File: src/rtl/wb_stage.sv
`default_nettype none
// ============================================================================
// Module   : wb_stage
// Purpose  : Writeback stage in front of the register file. ALU results
//            commit one cycle after acceptance. A load waits in WAIT_MEM for
//            the data-memory response, then the byte/halfword/word at the
//            captured offset is extended and committed the following cycle.
//            The register file write port and the retire pulse are registered.
// Ports    : clk, rst                  clock, synchronous active-high reset
//            in_valid / in_ready       upstream handshake
//            in_rd, in_wb_en           destination index, write request
//            in_is_load, in_funct3     load flag and load format
//            in_result                 ALU result, or load address
//            mem_rvalid, mem_rdata     data-memory response (single pulse)
//            writeReg, writeData, rd_we  register file write port
//            retire                    one pulse per completed instruction
//            load_fault                one pulse per abandoned load
// Config   : WB_LOAD_TIMEOUT_EN enables abandoning a load after
//            TIMEOUT_CYCLES cycles in WAIT_MEM; otherwise the stage waits
//            indefinitely and load_fault is constant 0.
// Revision : 1.0 - initial release
// ============================================================================
module wb_stage #(
    parameter int TIMEOUT_CYCLES = 255,
    parameter int CNT_W          = 8
) (
    input  logic        clk,
    input  logic        rst,
    input  logic        in_valid,
    output logic        in_ready,
    input  logic [4:0]  in_rd,
    input  logic        in_wb_en,
    input  logic        in_is_load,
    input  logic [2:0]  in_funct3,
    input  logic [31:0] in_result,
    input  logic        mem_rvalid,
    input  logic [31:0] mem_rdata,
    output logic [4:0]  writeReg,
    output logic [31:0] writeData,
    output logic        rd_we,
    output logic        retire,
    output logic        load_fault
);

    // The timeout counter must be able to hold TIMEOUT_CYCLES.
    generate
        if ((2 ** CNT_W) <= TIMEOUT_CYCLES) begin : g_bad_cnt_w
            $error("wb_stage: CNT_W too narrow for TIMEOUT_CYCLES");
        end
    endgenerate

    localparam logic [1:0] c_st_idle   = 2'd0;
    localparam logic [1:0] c_st_wait   = 2'd1;
    localparam logic [1:0] c_st_commit = 2'd2;

    logic [1:0]  r_state;
    logic [1:0]  w_state_nxt;
    logic [4:0]  r_wreg;
    logic [4:0]  w_wreg_nxt;
    logic [31:0] r_wdata;
    logic [31:0] w_wdata_nxt;
    logic        r_we;
    logic        w_we_nxt;
    logic        r_retire;
    logic        w_retire_nxt;
    logic        r_fault;
    logic        w_fault_nxt;
    logic        w_ld_capture;
    logic        w_accept;
    logic        w_timeout;

    // Pending load context
    logic [4:0]  r_ld_rd;
    logic [2:0]  r_ld_funct3;
    logic [1:0]  r_ld_off;

    logic [7:0]  w_byte;
    logic [15:0] w_half;
    logic [31:0] w_ld_data;

    assign in_ready = !rst && ((r_state == c_st_idle) || (r_state == c_st_commit));
    assign w_accept = in_valid && in_ready;

    // ------------------------------------------------------------------
    // Load data extraction
    // ------------------------------------------------------------------
    always_comb begin
        w_byte = 8'h00;
        w_half = 16'h0000;
        w_ld_data = mem_rdata;
        case (r_ld_off)
            2'd0:    w_byte = mem_rdata[7:0];
            2'd1:    w_byte = mem_rdata[15:8];
            2'd2:    w_byte = mem_rdata[23:16];
            default: w_byte = mem_rdata[31:24];
        endcase
        // offset[0] is deliberately ignored for halfwords: no misalignment trap.
        w_half = r_ld_off[1] ? mem_rdata[31:16] : mem_rdata[15:0];
        case (r_ld_funct3)
            3'b000:  w_ld_data = {{24{w_byte[7]}}, w_byte};
            3'b100:  w_ld_data = {24'h000000, w_byte};
            3'b001:  w_ld_data = {{16{w_half[15]}}, w_half};
            3'b101:  w_ld_data = {16'h0000, w_half};
            default: w_ld_data = mem_rdata;   // LW and unused encodings
        endcase
    end

    // ------------------------------------------------------------------
    // Optional load timeout
    // ------------------------------------------------------------------
`ifdef WB_LOAD_TIMEOUT_EN
    localparam logic [CNT_W-1:0] c_timeout = CNT_W'(TIMEOUT_CYCLES);

    logic [CNT_W-1:0] r_cnt;
    logic [CNT_W-1:0] w_cnt_inc;

    assign w_cnt_inc = r_cnt + 1'b1;
    // Fires on the WAIT_MEM cycle in which the counter reaches the limit.
    assign w_timeout = (w_cnt_inc == c_timeout);

    always_ff @(posedge clk) begin
        if (rst) begin
            r_cnt <= '0;
        end else if (w_ld_capture) begin
            r_cnt <= '0;
        end else if ((r_state == c_st_wait) && !mem_rvalid) begin
            r_cnt <= w_cnt_inc;
        end
    end
`else
    assign w_timeout = 1'b0;
`endif

    // ------------------------------------------------------------------
    // Next-state and next-output logic
    // ------------------------------------------------------------------
    always_comb begin
        w_state_nxt  = r_state;
        w_wreg_nxt   = r_wreg;
        w_wdata_nxt  = r_wdata;
        w_we_nxt     = 1'b0;
        w_retire_nxt = 1'b0;
        w_fault_nxt  = 1'b0;
        w_ld_capture = 1'b0;
        case (r_state)
            c_st_idle, c_st_commit: begin
                if (w_accept) begin
                    if (in_is_load) begin
                        w_state_nxt  = c_st_wait;
                        w_ld_capture = 1'b1;
                    end else begin
                        w_state_nxt  = c_st_commit;
                        w_retire_nxt = 1'b1;
                        w_we_nxt     = in_wb_en && (in_rd != 5'd0);
                        // The write port holds its last value on non-writes.
                        if (w_we_nxt) begin
                            w_wreg_nxt  = in_rd;
                            w_wdata_nxt = in_result;
                        end
                    end
                end else begin
                    w_state_nxt = c_st_idle;
                end
            end
            c_st_wait: begin
                if (mem_rvalid) begin
                    // Response on the expiring cycle takes priority over the timeout.
                    w_state_nxt  = c_st_commit;
                    w_retire_nxt = 1'b1;
                    w_we_nxt     = (r_ld_rd != 5'd0);
                    if (w_we_nxt) begin
                        w_wreg_nxt  = r_ld_rd;
                        w_wdata_nxt = w_ld_data;
                    end
                end else if (w_timeout) begin
                    w_state_nxt  = c_st_commit;
                    w_retire_nxt = 1'b1;
                    w_fault_nxt  = 1'b1;
                end
            end
            default: w_state_nxt = c_st_idle;
        endcase
    end

    always_ff @(posedge clk) begin
        if (rst) begin
            r_state     <= c_st_idle;
            r_wreg      <= 5'd0;
            r_wdata     <= 32'd0;
            r_we        <= 1'b0;
            r_retire    <= 1'b0;
            r_fault     <= 1'b0;
            r_ld_rd     <= 5'd0;
            r_ld_funct3 <= 3'd0;
            r_ld_off    <= 2'd0;
        end else begin
            r_state  <= w_state_nxt;
            r_wreg   <= w_wreg_nxt;
            r_wdata  <= w_wdata_nxt;
            r_we     <= w_we_nxt;
            r_retire <= w_retire_nxt;
            r_fault  <= w_fault_nxt;
            if (w_ld_capture) begin
                r_ld_rd     <= in_rd;
                r_ld_funct3 <= in_funct3;
                r_ld_off    <= in_result[1:0];
            end
        end
    end

    assign writeReg   = r_wreg;
    assign writeData  = r_wdata;
    assign rd_we      = r_we;
    assign retire     = r_retire;
    assign load_fault = r_fault;

endmodule
`default_nettype wire

File: config.mk
export PLATFORM = sky130hd
export DESIGN_NAME = wb_stage
export DESIGN_NICKNAME = d
export VERILOG_FILES = /design/src/rtl/wb_stage.sv
export SDC_FILE = /design/constraint.sdc
export NUM_CORES = 1
export LEC_CHECK = 0
export CORE_ASPECT_RATIO = 1.25
export CORE_UTILIZATION = 25
export CTS_CLUSTER_SIZE = 20
export DETAILED_ROUTE_END_ITERATION = 8
export GPL_TIMING_DRIVEN = 0
export HOLD_SLACK_MARGIN = 0.06
export MAX_ROUTING_LAYER = met4
export SYNTH_ARGS = -nofsm -noshare
export SYNTH_HDL_FRONTEND = slang
export SYNTH_SLANG_ARGS = --single-unit
File: constraint.sdc
create_clock -name clk -period 2.44 [get_ports clk]
set_clock_uncertainty 0.15 [all_clocks]
set_input_delay 0.488 -clock clk [delete_from_list [all_inputs] [get_ports clk]]
set_output_delay 0.488 -clock clk [all_outputs]
set_load 0.05 [all_outputs]
==> flow_metrics.py <==
metrics = {
    "placement": {
        "place_area_um2": 4644,
        "gp_congestion": 0.9270,
        "dp_hpwl_mm": 9.133,
        "io_buffers": 117,
        "placedCellCount": 687,
    },
    "routing": {
        "drt-pass1-iter-count": 5,
        "vias_per_cell": 4.741,
        "wl_per_cell_um": 16.26,
        "wirelength_mm": 11.30,
        "drc": 0,
        "drtIter0Drc": 210,
        "antenna_left": 0,
        "vias": 3295,
    },
    "pwr": {
        "powerDensity_nw_per_um2": 480.9,
        "power.leakage_uw": 0.001901,
        "worst_ir_drop_vdd_v": 0.0003832,
        "total_power_uw": 2332,
    },
    "logic_synthesis": {
        "yosys.cell_types.count": 43,
        "async_flop_share": 0,
        "yosys.area.top_type": "dfxtp_1",
        "synth-warning-count": 0,
        "syn_nets": 480,
        "synth_edf_count": 0,
        "synthTopCellsByCount": "nand2_1, dfxtp_1, mux2i_1",
        "synthCells": 402,
        "synth_top_area_share": 0.3129,
        "postSynthAreaPerCell_um2": 8.117,
        "synth_flop_cell": "dfxtp_1",
        "synth_most_common_cell": "nand2_1",
        "netlist_area_um2": 3263,
        "synth_seq_area_share": 0.3129,
        "ys_seq_elements": 51,
        "synth.area.top_cells": "dfxtp_1, mux2i_1, nand2_1",
    },
    "die": {
        "rows": 46,
        "die_area_um2": 13520,
        "io_pins": 119,
        "die_w_um": 104.2,
        "core_area_um2": 12720,
        "chipHeight_um": 129.7,
        "start_util": 0.2565,
    },
    "grt": {
        "grt_pass1_wl_mm": 17.69,
        "grtUsageTotal": 0.1744,
        "grt_start_max_net_pins": 17,
        "first_global_vias": 3396,
        "grt.overflow.total": 0,
        "antenna_found_initial": 0,
    },
    "finish": {
        "area_growth_syn_to_layout_pct": 48.62,
        "final_cells": 695,
        "diodes": 0,
        "fin_util": 0.3813,
        "fin_area_um2": 4850,
        "drive_gt1_frac": 0.07590,
        "fin_nets": 604,
    },
    "setup_path": {
        "critPathLaunchType": "flop",
        "critical_path_required_ns": 1.80,
        "crit_type": "reg -> out",
        "path_max_fanout": 10,
        "cp.arrival_ns": 1.65,
        "setup.worst_path.end_class": "output pin",
    },
    "sta": {
        "worst_pin_slew_ns": 0.6799,
        "max_freq_mhz": 437.2,
        "period_minus_slack_ns": 2.287,
        "setup_viol": 0,
        "maxSlewViolCount": 0,
        "slew_headroom": 0.5430,
        "hold_viol_final": 0,
        "fin_crit_sh": 0.9375,
        "grt_setup_unrepaired": "false",
    },
    "cts": {
        "cts_setup_buffers": 0,
        "cts-root-buf": "clkbuf_16",
        "clk_pin_slew_ns": 0.07,
        "hold_buffers": 0,
        "cts_buffers": 5,
        "cts_tree": "yes",
        "htreeDepth": 2,
        "cts_sinks": 51,
        "clkLatencyLatePin_ns": 0.30,
        "cts_buffer_depth": 2,
    },
    "status": {
        "status": "complete, no violations",
    },
    "hold_path": {
        "worstHoldPathType": "reg -> reg",
    },
    "job": {
        "drv_cap": 0,
    },
}
==> cells in the final DEF (no fill, tap or decap), types with 10 or more instances in the layout <==
cell type	Yosys	layout
nand2_1	63	63
inv_1	30	30
clkbuf_1	19	16
dfxtp_1	51	51
o31ai_1	16	16
nor3_1	10	10
mux2i_1	43	43
nor2b_1	11	11
clkdlybuf4s50_1	0	115
a21oi_1	38	37
nand2b_1	34	34
==> what timing repair did <==
item | 4_1_cts | 5_1_grt
resized for setup | 10 | 4
gates cloned | 0 | 0
pin swaps | 0 | 0
setup endpoints to repair | 1 | 4
==> layer usage <==
metal | track usage | wire [µm] | share of wire | up-vias
met5 | - | 0 | 0 | -
met4 | 0.05462 | 226 | 0.020 | 0
met3 | 0.02747 | 582 | 0.052 | 16
met2 | 0.3063 | 5463 | 0.48 | 124
met1 | 0.2051 | 5026 | 0.44 | 1512
li1 | - | - | - | 1643
==> state kept, by name, summed over array words and instances, names as in the netlist <==
register / flops
r_ld_funct3: 3
writeData: 32
r_state: 2
r_ld_rd: 5
rd_we: 1
r_ld_off: 2
retire: 1
writeReg: 5
==> cell type report <==
| cell class | instances | area, µm² |
|---|---|---|
| multi-input combinational | 286 | 1969 |
| sequential | 51 | 1021 |
| inverter | 30 | 112.6 |
| tap | 168 | 210.2 |
| timing repair buffer | 117 | 1165 |
| fill | 1278 | 7870 |
| clock buffer | 5 | 125.1 |
| clock inverter | 3 | 67.56 |
| buffer | 35 | 178.9 |
==> power breakdown <==
group / internal [µW] / switching (µW) / total (µW)
clock network: 588 / 328 / 916
registers: 859 / 18.9 / 877
logic: 253 / 286 / 539
==> kinds of logic (layout without fill, tap and decap cells) <==
group                  count (synthesis)  count (layout)  share of synthesized area
AOI/OAI and AO/OA                     81              81                     0.1829
buffers and inverters                 65             190                    0.08666
DFF                                   51              51                     0.3129
muxes                                 50              50                     0.1595
other                                  1               1                   0.001149
and+or+nand+nor                      154             154                     0.2569
==> critical path: stages, from the launching register on <==
cell      delay, ns
dfxtp_1        0.38
buf_2          0.26
clkbuf_1       0.39
nor2_1         0.10
buf_2          0.23
==> final timing paths <==
path         slack (ns)          start             to  cells after the start
min                0.33  writeData[12]  writeData[12]                      2
max                0.15     r_state[0]       in_ready                      4
min reg2reg        0.33  writeData[12]  writeData[12]                      2
max reg2reg        0.21     r_state[0]   writeData[8]                      7
==> metrics by stage <==
stage | worst slack [ns] | hold slack (ns) | setup TNS, ns
after floorplan | 0.3005 | 0.2942 | 0
after global placement | -0.8593 | 0.3090 | -5.678
after detailed placement | -0.8203 | 0.3127 | -5.467
after CTS | 0.03557 | 0.3229 | 0
after global routing | 0.009565 | 0.3499 | 0
final | 0.1526 | 0.3285 | 0
Power figures use the tool's default switching activity.
